===== src/rtl/iob_ram_t2p_rd_stream.sv =====
// iob_ram_t2p_rd_stream: sequential RAM read engine feeding a valid/ready stream
// through a 3-entry buffer that absorbs the 1-cycle RAM read latency.
module iob_ram_t2p_rd_stream #(
  parameter int DATA_W = 8,
  parameter int ADDR_W = 4,
  parameter int LEN_W  = ADDR_W + 1
) (
  input  logic              clk_i,
  input  logic              arst_i,
  input  logic              start_i,
  input  logic [ADDR_W-1:0] start_addr_i,
  input  logic [LEN_W-1:0]  len_i,
  output logic              busy_o,
  output logic              done_o,
  output logic              r_en_o,
  output logic [ADDR_W-1:0] r_addr_o,
  input  logic [DATA_W-1:0] r_data_i,
  output logic              m_valid_o,
  output logic [DATA_W-1:0] m_data_o,
  input  logic              m_ready_i
);
  typedef enum logic [1:0] {IDLE, RUN, DONE} state_t;
  state_t state_q, state_d;
  logic [ADDR_W-1:0] addr_q;
  logic [LEN_W-1:0] len_q, issued_q, delivered_q, delivered_d;
  logic inflight_q;
  logic [1:0] occ_q, wr_q, rd_q;
  logic [DATA_W-1:0] fifo_q [3];
  logic start, push, pop;

  function automatic logic [1:0] inc3(input logic [1:0] p);
    return p == 2'd2 ? 2'd0 : p + 2'd1;
  endfunction

  assign start       = state_q == IDLE && start_i;
  assign push        = inflight_q;
  assign pop         = m_valid_o && m_ready_i;
  assign delivered_d = delivered_q + LEN_W'(pop);
  assign r_addr_o    = addr_q;
  assign m_valid_o   = occ_q != 2'd0;
  assign m_data_o    = fifo_q[rd_q];

  always_ff @(posedge clk_i or posedge arst_i)
    if (arst_i) state_q <= IDLE;
    else        state_q <= state_d;

  // Counting the current handshake lets DONE follow the final pop directly.
  always_comb
    state_d = state_q == IDLE ? (start_i ? RUN : IDLE) :
              state_q == RUN  ? (delivered_d == len_q ? DONE : RUN) : IDLE;

  always_comb begin
    busy_o = state_q == RUN;
    done_o = state_q == DONE;
    r_en_o = busy_o && issued_q < len_q && ({1'b0, occ_q} + {2'b0, inflight_q}) < 3'd3;
  end

  always_ff @(posedge clk_i or posedge arst_i)
    if (arst_i) begin
      addr_q      <= '0;
      len_q       <= '0;
      issued_q    <= '0;
      delivered_q <= '0;
      inflight_q  <= 1'b0;
      occ_q       <= 2'd0;
      wr_q        <= 2'd0;
      rd_q        <= 2'd0;
      for (int i = 0; i < 3; i++) fifo_q[i] <= '0;
    end else begin
      if (start) begin
        addr_q      <= start_addr_i;
        len_q       <= len_i;
        issued_q    <= '0;
        delivered_q <= '0;
      end else begin
        if (r_en_o) begin
          addr_q   <= addr_q + 1'b1;
          issued_q <= issued_q + 1'b1;
        end
        delivered_q <= delivered_d;
      end
      inflight_q <= r_en_o;
      if (push) begin
        fifo_q[wr_q] <= r_data_i;
        wr_q         <= inc3(wr_q);
      end
      if (pop) rd_q <= inc3(rd_q);
      occ_q <= occ_q + {1'b0, push} - {1'b0, pop};
    end
endmodule


===== config.mk =====
export PLATFORM = sky130hd
export DESIGN_NAME = iob_ram_t2p_rd_stream
export DESIGN_NICKNAME = d
export VERILOG_FILES = /design/src/rtl/iob_ram_t2p_rd_stream.sv
export SDC_FILE = /design/constraint.sdc
export NUM_CORES = 1
export LEC_CHECK = 0
export CAP_MARGIN = 40
export CORE_MARGIN = 5
export CORE_UTILIZATION = 50
export CTS_CLUSTER_DIAMETER = 40
export DETAILED_ROUTE_END_ITERATION = 8
export MAX_ROUTING_LAYER = met4
export PLACE_DENSITY = 0.85
export SKIP_CTS_REPAIR_TIMING = 1
export SLEW_MARGIN = 15
export SYNTH_ARGS = -nofsm -noshare
export SYNTH_HDL_FRONTEND = slang
export SYNTH_SLANG_ARGS = --single-unit

===== constraint.sdc =====
create_clock -name clk_i -period 3 [get_ports clk_i]
set_input_delay 0.9 -clock clk_i [delete_from_list [all_inputs] [get_ports clk_i]]
set_output_delay 0.9 -clock clk_i [all_outputs]
set_load 0.005 [all_outputs]

Word level (Yosys, flattened, before mapping). Index checks and enable logic that the tools add are counted. Widths: inputs -> output; s select.

Add/sub/neg operators: 8. $lt $le $gt $ge: 5. Equality and inequality tests: 5. Multiplexer cells: 17. Bitwise operators: 2. Reductions and logical operators: 8.

Operators with widths (number): $bwmux 24 (1); $mux 8 (3); $bmux 8 s2 (1); $demux 8 s2 (1); $mux 5 (3); $mux 2 (5); $mux 4 (2); $eq 2x2->1 const B (3); $ge 3x3->1 const B (2); $not 2->3 (2); $add 5x1->5 (1); $add 5x1->5 const B (1); $eq 5x5->1 (1); $logic_and 1x1->1 (5); $lt 5x5->1 (1); $add 2x1->2 const B (2); $add 4x1->4 const B (1); $reduce_bool 2->1 (2); $add 2x1->3 (1); $lt 3x1->1 const B (1); $lt 3x2->1 const B (1); $add 2x1->2 (1); $eq 2x1->1 const B (1); $logic_not 2->1 (1); 2 further kinds (2).

Register bits: 52. Bits of input ports: 21. Output and inout port bits: 16. Logic and storage cells: 57.

Longest topological paths before layout. Gate-level depths: netlist of run 1.

Word-level depth: 7. Gate-level depth with buffers: 10. Depth with buffers taken out: 10.

Worst setup path before layout of run 1. OpenSTA, ideal clock, no wires.

Path type: register to output. From: register inflight_q. To: output r_en_o. Arrival: 1.539 ns. Data required time: 2.100 ns. Path slack: 0.561 ns. Cell stages (with the launch flop): 7. Path buffers: 1. Cell sequence: dfrtp_1 ha_1 ha_1 a211oi_2 nand3_1 a31oi_2 buf_6.

Word-level cells in the longest chain between the ends: 3.

RTL lines: from (decl) (RTL line 26) `logic inflight_q;`; from (signal assigned) (RTL line 82) `inflight_q <= r_en_o;`; $add 2x1->3 (RTL line 55) `r_en_o = busy_o && issued_q < len_q && ({1'b0, occ_q} + {2'b0, inflight_q}) < 3'd3;`; $lt 3x2->1 (RTL line 55); $logic_and 1x1->1 (RTL line 55); to (decl) (RTL line 15) `output logic r_en_o,`.

No other way between the ends.

Worst setup path in the final report of run 1.
From: register rd_q[0]. To: output m_data_o[7].

Word-level cells in the longest chain between the ends: 4.

RTL lines: from (decl) (RTL line 27) `logic [1:0] occ_q, wr_q, rd_q;`; from (signal assigned) (RTL line 87) `if (pop) rd_q <= inc3(rd_q);`; $not 2->3 (not written as such) (RTL line 41) `assign m_data_o = fifo_q[rd_q];`; $bmux 8 s2 (RTL line 41); $mux 8 (not written as such) (2 in series) (RTL line 41); to (decl) (RTL line 19) `output logic [DATA_W-1:0] m_data_o,`.

No other way between the ends. The select of a mux whose other input is x is not followed.

==> results of run 1 <==
[flip-flops by register name (all words and copies together) (netlist names)]
signal,flops
delivered_q,5
fifo_q,24
inflight_q,1
issued_q,5
len_q,5
occ_q,2
r_addr_o,4
rd_q,2
state_q,2
wr_q,2
[metrics by stage]
step                setup slack [ns]  util (%)  instances  hold WS (ns)  setup TNS (ns)
finish                         0.104      65.1        326         0.502               0
global route                 0.00388      65.1        326         0.514               0
CTS                           -0.133      65.0        326         0.508          -0.133
detailed placement             0.146      61.7        318         0.485               0
global placement               0.225      61.7        318         0.473               0
floorplan                      0.561         -        217         0.464               0
[cell families (layout without fill, tap and decap cells)]
kind of cell | after synthesis | after routing
mux | 38 | 38
compound gates | 26 | 26
xor+xnor | 12 | 12
simple gates | 57 | 57
fa+ha+maj | 12 | 12
buf+inv | 20 | 62
flops | 52 | 52
[cell usage in the layout, fill, tap and decap left out, types with 2 or more instances in the layout]
cell,synthesis,final
nand4_1,2,2
clkdlybuf4s50_1,0,35
buf_4,0,6
bufinv_16,0,3
nor2_1,8,8
nand3_1,5,5
clkbuf_8,0,5
a21o_1,2,2
o21ai_0,14,14
mux2i_1,13,13
xor2_1,2,2
xnor2_1,10,10
ha_1,12,12
nor2b_1,3,3
dfrtp_1,52,51
inv_2,1,2
nand2b_1,3,3
mux2_2,17,17
inv_1,10,9
nand2_1,25,25
o21ai_1,2,2
and2_1,4,4
mux2_1,8,8
[how the worst min path moves through the flow]
stage / slack (ns) / cells after the start / endpoint
floorplan: 0.46 / 1 / fifo_q[0]$_DFFE_PP0P_
global placement: 0.47 / 1 / fifo_q[1]$_DFFE_PP0P_
detailed placement: 0.49 / 1 / fifo_q[2]$_DFFE_PP0P_
CTS: 0.51 / 1 / fifo_q[2]$_DFFE_PP0P_
global route: 0.51 / 1 / fifo_q[2]$_DFFE_PP0P_
finish: 0.50 / 1 / fifo_q[2]$_DFFE_PP0P_
[Yosys cell counts (2+ instances only)]
| master | number | share of area, % |
|---|---|---|
| a21o_1 | 2 | 0.60 |
| and2_1 | 4 | 1.0 |
| buf_2 | 3 | 0.60 |
| clkbuf_1 | 3 | 0.45 |
| dfrtp_1 | 52 | 52 |
| ha_1 | 12 | 6.0 |
| inv_1 | 10 | 1.5 |
| mux2_1 | 8 | 3.6 |
| mux2_2 | 17 | 7.6 |
| mux2i_1 | 13 | 5.2 |
| nand2_1 | 25 | 3.7 |
| nand2b_1 | 3 | 0.75 |
| nand3_1 | 5 | 1.0 |
| nand4_1 | 2 | 0.50 |
| nor2_1 | 8 | 1.2 |
| nor2b_1 | 3 | 0.75 |
| o21ai_0 | 14 | 2.8 |
| o21ai_1 | 2 | 0.40 |
| xnor2_1 | 10 | 3.5 |
| xor2_1 | 2 | 0.70 |
[metal layers]
metal	wire, um	part of all wire, %
met1	2140	45
met2	2370	50
met3	179	3.8
met4	61	1.3
met5	0	0
[final cells by class]
class | instances | area, um^2 | share of cell area, %
flip-flops and latches | 52 | 1300 | 41.8
multi-input cells | 145 | 1120 | 35.9
repair buffers | 42 | 408 | 13.1
clock inverters | 3 | 90.1 | 2.89
well taps | 67 | 83.8 | 2.69
clock buffers | 5 | 68.8 | 2.21
inverters | 12 | 45.0 | 1.45
[where the power goes]
group | switching, uW | internal (uW) | leakage [uW]
logic | 702 | 935 | 0.000698
registers | 275 | 1040 | 0.000629
clock network | 231 | 417 | 0.0000784
total | 1210 | 2390 | 0.00141
==> results_dict.tcl, run 1 <==
set metrics [dict create \
    run_status "finished clean" \
    fin_crit_sh_pct 96.5 \
    regToRegStartpoint "occ_q[1]$_DFF_PP0_" \
    ant_nets 0 \
    antenna_found_initial 0 \
    reg2reg_to "state_q[0]$_DFF_PP0_" \
    cap_violations 0 \
    num_rows 25 \
    core_area_um2 4790 \
    root_buffer "clkbuf_8" \
    first_pass_iters 4 \
    synthXorXnorAreaFrac_pct 4.19 \
    fin_crit_ns 2.90 \
    hold_start "fifo_q[2]$_DFFE_PP0P_" \
    routedWlPerCell_um 14.6 \
    synth_fa_ha_area_share_pct 5.99 \
    clk_pin_slew_ns 0.10 \
    muxShareOfSynthArea_pct 16.4 \
    crit_path_end_kind "output pin" \
    gr-total-overflow 0 \
    diodes 0 \
    top_usage_layer "met2" \
    drt-total-wl_um 4750 \
    rsz0062_at_grt "false" \
    critPathTopFamily "buffers and inverters" \
    use_met2_pct 27.8 \
    ys_seq_area_share_pct 51.9 \
    htreeDepth 2 \
    num-fill-cells 392 \
    total_power_uw 3600 \
    drv_slew 0 \
    synthFlopType "dfrtp_1" \
    avgSynthCellArea_um2 11.5 \
    async_reset_ff_share_pct 100 \
    critPathSlowestCell "dfrtp_1" \
    synth_compound_area_share_pct 6.69 \
    clk_path_buf_depth 2 \
    worstPathMaxFanout 11 \
    reg2reg_setup_slack_ns 0.68 \
    grt_max_degree 27 \
    clk_latency_ns 0.30 \
    drtIter0Drc 38 \
    met3_usage_pct 3.88 \
    finalSetupViolCount 0 \
    vias 1670 \
    die_area_um2 6530 \
    ir_worst_vdd_v 0.00103 \
    grtUsageTotal_pct 16.9 \
    startpoint_type "flop" \
    fp.dieH_um 80.8 \
    clock-sinks 52 \
    synthCells 217 \
    crit_end "m_data_o[7]" \
    worst_clock_skew_ns 0.00643 \
    crit_cells 5 \
    tritoncts "done" \
    area_growth_pct 24.4 \
    gr-usage-met1_pct 21.2 \
    drc 0 \
    drive_above_1_share_pct 15.4 \
    boundaryPins 37 \
    relSlewSlack_pct 64.7 \
    hold_path.class "reg -> reg" \
    critPathLaunch "rd_q[0]$_DFFE_PP0N_" \
    start_util_pct 52.4 \
    grt_pass1_vias 1745 \
    syn_nets 250 \
    syn-cell-area_um2 2510 \
    p_leak_uw 0.00141 \
    worst_ep_required_time_ns 2.10 \
    path_buf_inv 2 \
    placed_area_um2 2950 \
    cts_buffers 5 \
    synth_top_family_by_area "multiplexers" \
    synth.ff_latch_count 52 \
    die-width_um 80.8 \
    final_area_um2 3120 \
    nets 291 \
    io_buffer_count 36 \
    powerDensity_nw_per_um2 1160 \
    grt_pass1_wl_um 8250 \
    r2r_cells 9 \
    worstSetupPathType "reg -> out" \
    crit_arrival_ns 2.00 \
    yosysUniqueCellTypes 39 \
    timing_worst_slew_pin_value_ns 0.528 \
    synth-simple-area-share_pct 11.3 \
    place_congestion 0.829 \
    timing.fmax_ghz 0.345 \
    max_stage_delay_ns 0.55 \
    crit_chain "nor2b_1 -> buf_4 -> nand2_1 -> o21ai_0 -> clkdlybuf4s50_1" \
    synth_edf_count 0 \
    yosysWarningCount 0 \
    finalHoldViolCount 0 \
    avgViaCountPerCell 5.12 \
    hpwl_um 3510 \
]
Power figures use the tool's default switching activity.
==> run 2: changes to the inputs <==
--- a/config.mk
+++ b/config.mk
@@ -10,8 +10,9 @@
 export CORE_UTILIZATION = 50
 export CTS_CLUSTER_DIAMETER = 40
 export DETAILED_ROUTE_END_ITERATION = 8
+export DONT_BUFFER_PORTS = 1
 export MAX_ROUTING_LAYER = met4
-export PLACE_DENSITY = 0.85
+export PLACE_DENSITY = 0.76
 export SKIP_CTS_REPAIR_TIMING = 1
 export SLEW_MARGIN = 15
 export SYNTH_ARGS = -nofsm -noshare
==> results_dict.tcl, run 2 (synthesis results as in run 1) <==
set metrics [dict create \
    largest_register "fifo_q" \
    grt_pass1_vias 1601 \
    rsz0062_at_grt "false" \
    clk_pin_slew_ns 0.09 \
    cap_violations 0 \
    htreeDepth 2 \
    worstPathMaxFanout 5 \
    first_pass_iters 4 \
    worst_clock_skew_ns 0.00430 \
    placed_area_um2 2580 \
    layout_common_cells "52 x dfrtp_1, 25 x nand2_1, 17 x mux2_2" \
    vias 1521 \
    ant_nets 0 \
    io_buffer_count 0 \
    grt_max_degree 32 \
    grtUsageTotal_pct 15.9 \
    place_ws_ns 0.561 \
    worstSetupPathType "reg -> out" \
    finalHoldViolCount 0 \
    num_rows 25 \
    worst_ep_required_time_ns 2.10 \
    run_status "finished clean" \
    drt-total-wl_um 4400 \
    place_congestion 0.790 \
    largest_reg_flops 24 \
    die_area_um2 6530 \
    fin_crit_sh_pct 89.2 \
    drive_above_1_share_pct 16.3 \
    finalSetupViolCount 0 \
    clk_path_buf_depth 2 \
    start_util_pct 52.4 \
    core_area_um2 4790 \
    clock-sinks 52 \
    startpoint_type "flop" \
    fp.dieH_um 80.8 \
    final_common_cell "dfrtp_1" \
    num-fill-cells 413 \
    drv_slew 0 \
    area_growth_pct 6.64 \
    fin_setup_tns_ns 0 \
    boundaryPins 37 \
    hpwl_um 3260 \
    routedWlPerCell_um 15.3 \
    timing_worst_slew_pin_value_ns 0.648 \
    die-width_um 80.8 \
    drc 0 \
    gr-total-overflow 0 \
    timing.fmax_ghz 0.374 \
    seqCellArea_um2 1300 \
    avgViaCountPerCell 5.28 \
    relSlewSlack_pct 56.8 \
    fin_crit_ns 2.67 \
    root_buffer "clkbuf_8" \
    nets 253 \
    grt_pass1_wl_um 7680 \
    final_area_um2 2670 \
    tritoncts "done" \
    drtIter0Drc 55 \
    crit_path_end_kind "output pin" \
    ir_worst_vdd_v 0.000955 \
    antenna_found_initial 0 \
    powerDensity_nw_per_um2 1130 \
    diodes 0 \
    setup_ws_ns 0.325 \
    multi_input_area_um2 1120 \
    crit_arrival_ns 1.77 \
    cts_buffers 5 \
    hold_path.class "reg -> reg" \
    clk_latency_ns 0.30 \
    p_leak_uw 0.00121 \
    post-route-util_pct 55.8 \
]
-- run 2: changes by cell type in the layout (fill, tap and decap cells not counted), sizes merged --
cell	delta
buf	-2
clkbuf	+2
clkinvlp	+1
clkdlybuf4s50	-35
dlymetal6s2s	-1
bufinv	-3
-- run 2: worst paths after layout --
check | from | end | slack (ns) | cells after the start
max reg2reg | occ_q[1]$_DFF_PP0_ | state_q[0]$_DFF_PP0_ | 0.69 | 10
min | fifo_q[7]$_DFFE_PP0P_ | fifo_q[7]$_DFFE_PP0P_ | 0.50 | 1
min in group asynchronous | arst_i | fifo_q[5]$_DFFE_PP0P_ | 0.56 | 1
min reg2reg | fifo_q[7]$_DFFE_PP0P_ | fifo_q[7]$_DFFE_PP0P_ | 0.50 | 1
max in group asynchronous | arst_i | fifo_q[4]$_DFFE_PP0P_ | 1.83 | 2
max | inflight_q$_DFF_PP0_ | r_en_o | 0.33 | 5
-- run 2: metrics by stage --
| stage | cells | power (uW) | hold slack [ns] |
|---|---|---|---|
| 6_report | 288 | 3010 | 0.498 |
| 5_1_grt | 288 | 3290 | 0.521 |
| 4_1_cts | 288 | 3060 | 0.502 |
| 3_5_place_dp | 280 | 2650 | 0.481 |
| 3_3_place_gp | 280 | 2590 | 0.473 |
| 2_1_floorplan | 217 | 2370 | 0.464 |
-- run 2: layer usage --
| metal | vias to the layer above | wire length (um) | track usage, % | share of wire (%) |
|---|---|---|---|---|
| met4 | 0 | 70 | 5.57 | 1.6 |
| met3 | 9 | 182 | 3.10 | 4.1 |
| met1 | 744 | 2090 | 20.6 | 47 |
| li1 | 741 | - | - | - |
| met5 | - | 0 | - | 0 |
| met2 | 27 | 2060 | 25.1 | 47 |
-- run 2: layout make-up --
class / count / area share (%)
clock buffers: 7 / 3.23
repair buffers: 4 / 1.12
flip-flops and latches: 52 / 48.7
well taps: 67 / 3.14
multi-input cells: 145 / 41.9
inverters: 12 / 1.69
clock inverters: 1 / 0.281
-- run 2: critical path, stage by stage, from the launching register on --
cell      delay [ns]
dfrtp_1         0.44
ha_1            0.22
ha_1            0.28
a211oi_2        0.21
nand3_1         0.11
a31oi_2         0.22
-- run 2: where the power goes --
| part | total (uW) | internal [uW] | switching, uW | leakage (uW) |
|---|---|---|---|---|
| Combinational | 1280 | 653 | 631 | 0.000536 |
| Clock | 406 | 188 | 219 | 0.0000445 |
| Sequential | 1320 | 1040 | 279 | 0.000631 |
